===== config.mk =====
export PLATFORM = sky130hd
export DESIGN_NAME = axi_csr_responder
export DESIGN_NICKNAME = d
export VERILOG_FILES = /design/src/rtl/axi_csr_responder.sv
export SDC_FILE = /design/constraint.sdc
export NUM_CORES = 2
export LEC_CHECK = 0
export BUFFER_PORTS_ARGS = -buffer_cell sky130_fd_sc_hd__buf_2
export CORE_AREA = 2 2 479 481
export DETAILED_ROUTE_END_ITERATION = 7
export DIE_AREA = 0 0 481 483
export HOLD_SLACK_MARGIN = 0.02
export PLACE_DENSITY_LB_ADDON = 0.3
export REMOVE_ABC_BUFFERS = 1
export SLEW_MARGIN = 10
export SYNTH_ARGS = -nofsm -noshare
export SYNTH_HDL_FRONTEND = slang
export SYNTH_SLANG_ARGS = --single-unit

===== constraint.sdc =====
create_clock -name i_clk -period 42.2 [get_ports i_clk]
set_input_delay 8.44 -clock i_clk [delete_from_list [all_inputs] [get_ports i_clk]]
set_output_delay 8.44 -clock i_clk [all_outputs]
set_load 0.005 [all_outputs]

===== src/rtl/axi_csr_responder.sv =====
`default_nettype none
// ============================================================================
// Module      : axi_csr_responder
// Description : Single-beat AXI4 responder mapping CSR transactions onto a
//               bank of 32-bit registers. One outstanding transaction, writes
//               win over reads, 256-bit data steered to 32-bit lanes,
//               SLVERR on illegal accesses. Reg 0 = BLOCK_ID, reg 1 = status.
// Revision    : 1.0 - initial release
// ============================================================================
module axi_csr_responder #(
  parameter int          NUM_REGS   = 16,
  parameter int          ADDR_WIDTH = 28,
  parameter logic [31:0] BLOCK_ID   = 32'hC5A0_0001
) (
  input  logic                     i_clk,
  input  logic                     i_reset,
  // write address
  input  logic                     i_awvalid,
  output logic                     o_awready,
  input  logic [ADDR_WIDTH-1:0]    i_awaddr,
  input  logic [7:0]               i_awid,
  input  logic [7:0]               i_awlen,
  // write data
  input  logic                     i_wvalid,
  output logic                     o_wready,
  input  logic [255:0]             i_wdata,
  input  logic [31:0]              i_wstrb,
  input  logic                     i_wlast,
  // write response
  output logic                     o_bvalid,
  input  logic                     i_bready,
  output logic [7:0]               o_bid,
  output logic [1:0]               o_bresp,
  // read address
  input  logic                     i_arvalid,
  output logic                     o_arready,
  input  logic [ADDR_WIDTH-1:0]    i_araddr,
  input  logic [7:0]               i_arid,
  input  logic [7:0]               i_arlen,
  // read data
  output logic                     o_rvalid,
  input  logic                     i_rready,
  output logic [255:0]             o_rdata,
  output logic [7:0]               o_rid,
  output logic [1:0]               o_rresp,
  output logic                     o_rlast,
  // user side
  input  logic [31:0]              i_status,
  output logic [NUM_REGS*32-1:0]   o_regs,
  output logic [NUM_REGS-1:0]      o_wr_pulse
);

  localparam int IDX_W = $clog2(NUM_REGS);

  localparam logic [1:0] S_IDLE  = 2'd0;
  localparam logic [1:0] S_WRITE = 2'd1;
  localparam logic [1:0] S_BRESP = 2'd2;
  localparam logic [1:0] S_RRESP = 2'd3;

  localparam logic [1:0] RESP_OKAY   = 2'b00;
  localparam logic [1:0] RESP_SLVERR = 2'b10;

  logic [1:0]            state_q, state_d;
  logic                  ready_en_q;

  logic                  aw_held_q, w_held_q;
  logic [ADDR_WIDTH-1:0] awaddr_q;
  logic [7:0]            awid_q, awlen_q;
  logic [255:0]          wdata_q;
  logic [31:0]           wstrb_q;

  logic [1:0]            bresp_q, rresp_q;
  logic [7:0]            bid_q, rid_q;
  logic [255:0]          rdata_q;
  logic [NUM_REGS-1:0]   wr_pulse_q;

  logic                  w_aw_hs, w_w_hs, w_ar_hs, w_b_hs, w_r_hs, w_commit;

  // Current value of every register as seen by reads and o_regs
  logic [31:0]           w_view [NUM_REGS];

  // Write decode
  logic [7:0]            w_lane_any;
  logic [2:0]            w_lane;
  logic                  w_zero, w_multi, w_ro;
  logic [IDX_W-1:0]      w_widx;
  logic                  w_wr_err, w_wr_ok;
  logic [3:0]            w_bstrb;
  logic [31:0]           w_lane_data, w_wr_old, w_wr_new;

  // Read decode
  logic [IDX_W-1:0]      w_ridx;
  logic                  w_rd_err;
  logic [255:0]          w_rd_data;

  assign w_aw_hs  = i_awvalid & o_awready;
  assign w_w_hs   = i_wvalid  & o_wready;
  assign w_ar_hs  = i_arvalid & o_arready;
  assign w_b_hs   = o_bvalid  & i_bready;
  assign w_r_hs   = o_rvalid  & i_rready;
  assign w_commit = (state_q == S_WRITE) & aw_held_q & w_held_q;

  // Readies stay low for one cycle after reset release
  always_ff @(posedge i_clk or posedge i_reset) begin
    if (i_reset) ready_en_q <= 1'b0;
    else         ready_en_q <= 1'b1;
  end

  // FSM state register
  always_ff @(posedge i_clk or posedge i_reset) begin
    if (i_reset) state_q <= S_IDLE;
    else         state_q <= state_d;
  end

  // FSM next-state logic; any write activity in IDLE pre-empts a read
  always_comb begin
    state_d = state_q;
    case (state_q)
      S_IDLE: begin
        if (w_aw_hs || w_w_hs) state_d = S_WRITE;
        else if (w_ar_hs)      state_d = S_RRESP;
      end
      S_WRITE: if (aw_held_q && w_held_q) state_d = S_BRESP;
      S_BRESP: if (i_bready)              state_d = S_IDLE;
      S_RRESP: if (i_rready)              state_d = S_IDLE;
      default:                            state_d = S_IDLE;
    endcase
  end

  // FSM outputs: handshake readies and response valids
  always_comb begin
    o_awready = ready_en_q & ((state_q == S_IDLE) | (state_q == S_WRITE)) & ~aw_held_q;
    o_wready  = ready_en_q & ((state_q == S_IDLE) | (state_q == S_WRITE)) & ~w_held_q;
    o_arready = ready_en_q & (state_q == S_IDLE) & ~aw_held_q & ~w_held_q
                & ~i_awvalid & ~i_wvalid;
    o_bvalid  = (state_q == S_BRESP);
    o_rvalid  = (state_q == S_RRESP);
  end

  // AW and W hold registers, filled independently, released on B handshake
  always_ff @(posedge i_clk or posedge i_reset) begin
    if (i_reset) begin
      aw_held_q <= 1'b0;
      w_held_q  <= 1'b0;
      awaddr_q  <= '0;
      awid_q    <= '0;
      awlen_q   <= '0;
      wdata_q   <= '0;
      wstrb_q   <= '0;
    end else begin
      if (w_b_hs) begin
        aw_held_q <= 1'b0;
        w_held_q  <= 1'b0;
      end
      if (w_aw_hs) begin
        aw_held_q <= 1'b1;
        awaddr_q  <= i_awaddr;
        awid_q    <= i_awid;
        awlen_q   <= i_awlen;
      end
      if (w_w_hs) begin
        w_held_q <= 1'b1;
        wdata_q  <= i_wdata;
        wstrb_q  <= i_wstrb;
      end
    end
  end

  // Write decode: strobes pick exactly one 32-bit lane, which supplies the low
  // three index bits; awaddr bits above the lane field supply the rest.
  always_comb begin
    w_lane_any = '0;
    w_lane     = 3'd0;
    for (int l = 0; l < 8; l++) begin
      w_lane_any[l] = |wstrb_q[4*l +: 4];
      if (w_lane_any[l]) w_lane = 3'(l);
    end
    w_zero  = (w_lane_any == 8'd0);
    w_multi = ((w_lane_any & (w_lane_any - 8'd1)) != 8'd0);

    w_widx      = awaddr_q[IDX_W+1:2];
    w_widx[2:0] = w_lane;
    w_ro        = (w_widx[IDX_W-1:1] == '0);

    w_wr_err = (awlen_q != 8'd0)
             | (|awaddr_q[ADDR_WIDTH-1:IDX_W+2])
             | w_multi
             | (~w_zero & w_ro);
    w_wr_ok  = ~w_wr_err & ~w_zero;

    w_bstrb     = wstrb_q[{w_lane, 2'b00} +: 4];
    w_lane_data = wdata_q[{w_lane, 5'b00000} +: 32];
    w_wr_old    = w_view[w_widx];
    for (int b = 0; b < 4; b++) begin
      w_wr_new[8*b +: 8] = w_bstrb[b] ? w_lane_data[8*b +: 8] : w_wr_old[8*b +: 8];
    end
  end

  // Read decode: register value placed in the lane named by araddr[4:2]
  always_comb begin
    w_ridx    = i_araddr[IDX_W+1:2];
    w_rd_err  = (i_arlen != 8'd0) | (|i_araddr[ADDR_WIDTH-1:IDX_W+2]);
    w_rd_data = w_rd_err ? 256'd0
                         : ({224'd0, w_view[w_ridx]} << {i_araddr[4:2], 5'b00000});
  end

  // Register bank: two read-only entries, the rest byte-writable
  for (genvar n = 0; n < NUM_REGS; n++) begin : g_reg
    if (n == 0) begin : g_id
      assign w_view[n] = BLOCK_ID;
    end else if (n == 1) begin : g_status
      assign w_view[n] = i_status;
    end else begin : g_rw
      logic [31:0] reg_q;
      // Load merged bytes when a legal write targets this register
      always_ff @(posedge i_clk or posedge i_reset) begin
        if (i_reset)                                        reg_q <= '0;
        else if (w_commit && w_wr_ok && w_widx == IDX_W'(n)) reg_q <= w_wr_new;
      end
      assign w_view[n] = reg_q;
    end
    assign o_regs[32*n +: 32] = w_view[n];
  end

  // One-cycle strobe for the register updated by a committed write
  always_ff @(posedge i_clk or posedge i_reset) begin
    if (i_reset) begin
      wr_pulse_q <= '0;
    end else begin
      wr_pulse_q <= '0;
      if (w_commit && w_wr_ok) wr_pulse_q[w_widx] <= 1'b1;
    end
  end

  // Response payloads, captured at commit (B) or AR handshake (R)
  always_ff @(posedge i_clk or posedge i_reset) begin
    if (i_reset) begin
      bresp_q <= RESP_OKAY;
      bid_q   <= '0;
      rresp_q <= RESP_OKAY;
      rid_q   <= '0;
      rdata_q <= '0;
    end else begin
      if (w_commit) begin
        bresp_q <= w_wr_err ? RESP_SLVERR : RESP_OKAY;
        bid_q   <= awid_q;
      end
      if (w_ar_hs) begin
        rresp_q <= w_rd_err ? RESP_SLVERR : RESP_OKAY;
        rid_q   <= i_arid;
        rdata_q <= w_rd_data;
      end
    end
  end

  assign o_bresp    = bresp_q;
  assign o_bid      = bid_q;
  assign o_rresp    = rresp_q;
  assign o_rid      = rid_q;
  assign o_rdata    = rdata_q;
  assign o_rlast    = 1'b1;
  assign o_wr_pulse = wr_pulse_q;

  // Inputs and address bits that carry no meaning for this block
  logic w_unused_ok;
  assign w_unused_ok = ^{i_wlast, i_araddr[1:0], awaddr_q[4:0]};

endmodule
`default_nettype wire

==> results.json <==
{
  "worst_r2r_endpoint": "g_reg[12].g_rw.reg_q[16]$_DFFE_PP0P_",
  "synth_area_um2": 50300,
  "fill_cells": 24000,
  "maxCapViolCount": 0,
  "synth.distinct_cells": 78,
  "grt_util_met1": 0.294,
  "cp_max_fo": 3,
  "nNetsFinal": 5995,
  "grt_usage": 0.237,
  "insertion_delay_ps": 800,
  "dieArea_um2": 232000,
  "fin_tns_setup_ps": 0,
  "cts_buffers": 135,
  "finalClockSkew_ps": 33.1,
  "vias": 44400,
  "status": "finished, final reports clean",
  "finalHoldViolCount": 0,
  "die_w_um": 481,
  "rsz0062_at_grt": "false",
  "reg2reg_from": "wstrb_q[28]$_DFFE_PP0P_",
  "routed_via_density": 5.08,
  "drtIter0Drc": 4271,
  "start_util": 0.222,
  "worst_pin_slew_ps": 1280,
  "synth_edf_count": 0,
  "hold_path_end": "o_rdata[154]$_DFFE_PP0P_",
  "place_hpwl_um": 209000,
  "p_per_area_nw_per_um2": 53.9,
  "fp.coreArea_um2": 227000,
  "rows": 175,
  "slew_violations": 0,
  "setup.worst_path.end_class": "output port",
  "finalSetupViolations": 0,
  "hold_class": "reg -> reg",
  "post_cts_buffers": 0,
  "die_h_um": 483,
  "port_buffers": 1182,
  "grt_pass1_vias": 42900,
  "clock_path_buffers": 3,
  "clock_sinks": 1070,
  "min_path_cells": 2,
  "fin_crit_ps": 18130,
  "num_io_pins": 1226,
  "grt_pass1_wl_um": 380000,
  "reg2reg_depth": 11,
  "p_leak_nw": 29.5,
  "wl_per_cell_um": 32.5,
  "ctsResizeCount": 0,
  "clkTransAtPathRegs_ps": 60,
  "required_ps": 33760,
  "cts-root-buf": "clkbuf_16",
  "drt_pass1_iterations": 6,
  "cts-hold-fix-buffers": 0,
  "synthCells": 4530,
  "ys_ff_latch": 1070,
  "relSlewSlack": 0.140,
  "drt-total-wl_um": 284000,
  "max_freq_ghz": 0.0552,
  "grt.busiest_layer": "met2",
  "hp-start": "o_rdata[154]$_DFFE_PP0P_",
  "synth_flop_cell": "dfrtp_1",
  "syn_to_final_growth_pct": 27.2,
  "ant_nets": 0,
  "globalplace.congestion": 0.901,
  "irDropWorstVdd_v": 0.0000375,
  "use_met3": 0.0852,
  "grt_max_degree": 156,
  "crit_type": "in -> out",
  "layout-drive-gt1-share": 0.383,
  "grt_overflow": 0,
  "htreeDepth": 4,
  "fin_crit_sh": 0.430,
  "reg2reg_slack_ps": 35670,
  "synth-warning-count": 0,
  "start_kind": "input pin",
  "synth-async-reset-ratio": 1.00,
  "final_util": 0.282,
  "synth_seq_area_share": 0.532,
  "drc": 0,
  "avgSynthCellArea_um2": 11.1,
  "met2_usage": 0.345,
  "cp.arrival_ps": 9690,
  "antenna_found_initial": 76,
  "cts_tree": "yes"
}
layer usage:
layer	up-vias	wire [µm]
met2	2559	121000
met1	22500	111000
li1	18600	-
met4	62	20300
met5	-	367
met3	618	31000
synth_stat cells (6+ instances only):
library cell,number,area [µm²]
o221ai_1,18,158
a222oi_1,6,60.1
a211oi_1,25,188
a211o_1,8,70.1
nor2_1,132,495
nor4_2,6,75.1
a32oi_1,10,87.6
mux2i_1,118,1180
or4_1,10,75.1
a21oi_1,107,536
a32o_1,7,70.1
a22oi_1,13,97.6
and3_1,22,138
mux2_2,432,4860
a22o_1,235,2060
nor4_1,64,400
o21ai_0,376,1880
dfrtp_1,1070,26800
buf_4,72,541
or3_1,10,62.6
nand3_1,192,961
nand2_1,807,3030
and2_1,8,50.1
buf_6,15,169
a41oi_1,6,52.6
o22ai_1,50,313
nand4_1,24,150
o211ai_1,6,45.0
mux4_2,124,2790
inv_1,8,30.0
a311oi_1,6,52.6
nor3_1,38,190
clkbuf_1,278,1040
a31oi_1,44,275
buf_1,27,101
a41o_1,6,60.1
buf_2,45,225
o2bb2ai_1,6,52.6
o21ai_1,13,65.1
cell type report:
class                      count  area (µm²)  area share
inverter                       9        41.3    0.000645
sequential                  1070       26800       0.418
timing repair buffer        1316        6970       0.109
clock inverter                52         631     0.00985
multi-input combinational   3047       21800       0.341
antenna                       41         103     0.00160
tap                         3009        3760      0.0588
clock buffer                 193        3900      0.0609
how the worst max path moves through the flow:
stage	startpoint	end	slack [ps]	depth (start not counted)
floorplan	i_reset	aw_held_q$_DFFE_PP0P_	3640	1
global placement	i_awvalid	o_arready	24130	4
detailed placement	i_awvalid	o_arready	24140	4
CTS	i_awvalid	o_arready	24130	4
global route	i_awvalid	o_arready	24070	4
finish	i_awvalid	o_arready	24070	4
power by group:
part | switching [mW] | internal [mW] | total, mW
sequential | 0.106 | 1.20 | 1.30
combinational | 0.622 | 0.328 | 0.950
clock | 0.506 | 0.694 | 1.20
sequential cells by signal, indices dropped and copies added, names as in the netlist:
register / cells
aw_held_q: 1
awaddr_q: 23
awid_q: 8
awlen_q: 8
g.g_rw.reg_q: 448
o_bid: 8
o_bresp: 1
o_rdata: 256
o_rid: 8
o_rresp: 1
o_wr_pulse: 16
ready_en_q: 1
state_q: 2
w_held_q: 1
wdata_q: 256
wstrb_q: 32
worst max-delay path, cell delays in order:
cell and delay, ps:
buf_2 100, or4_1 460, nor3_1 470, buf_2 220
cell usage in the layout, fill, tap and decap left out, types with 24 or more instances in the layout:
| cell type | count |
|---|---|
| mux4_2 | 124 |
| nand4_1 | 24 |
| nor2_1 | 124 |
| dfrtp_1 | 1069 |
| clkbuf_16 | 138 |
| a211oi_1 | 24 |
| mux2_2 | 432 |
| o22ai_1 | 50 |
| nand3_1 | 180 |
| diode_2 | 41 |
| o21ai_0 | 376 |
| buf_4 | 134 |
| nor3_1 | 30 |
| mux2i_1 | 118 |
| a21oi_1 | 107 |
| clkbuf_1 | 31 |
| clkbuf_8 | 24 |
| nor4_1 | 60 |
| a31oi_1 | 43 |
| buf_2 | 1178 |
| a22o_1 | 235 |
| nand2_1 | 798 |
| conb_1 | 38 |
cells by family after synthesis:
logic type / synth area share
and+or+nand+nor: 0.115
DFF: 0.532
AOI/OAI and AO/OA: 0.133
muxes: 0.177
buffers and inverters: 0.0429
other: 0.000149
adders and majority gates: 0.000199
through the flow:
stage                     power [mW]  area [µm²]  setup WS, ps  cells  hold slack, ps
after detailed placement        2.27       59400         24140   8451             466
after global placement          2.25       59400         24130   8451             459
after global routing            3.61       64000         24070   8722             498
after floorplan                 1.85       48400          3640   4126             473
after CTS                       3.48       63900         24130   8696             480
final                           3.45       64000         24070   8737             474
Power figures use the tool's default switching activity.
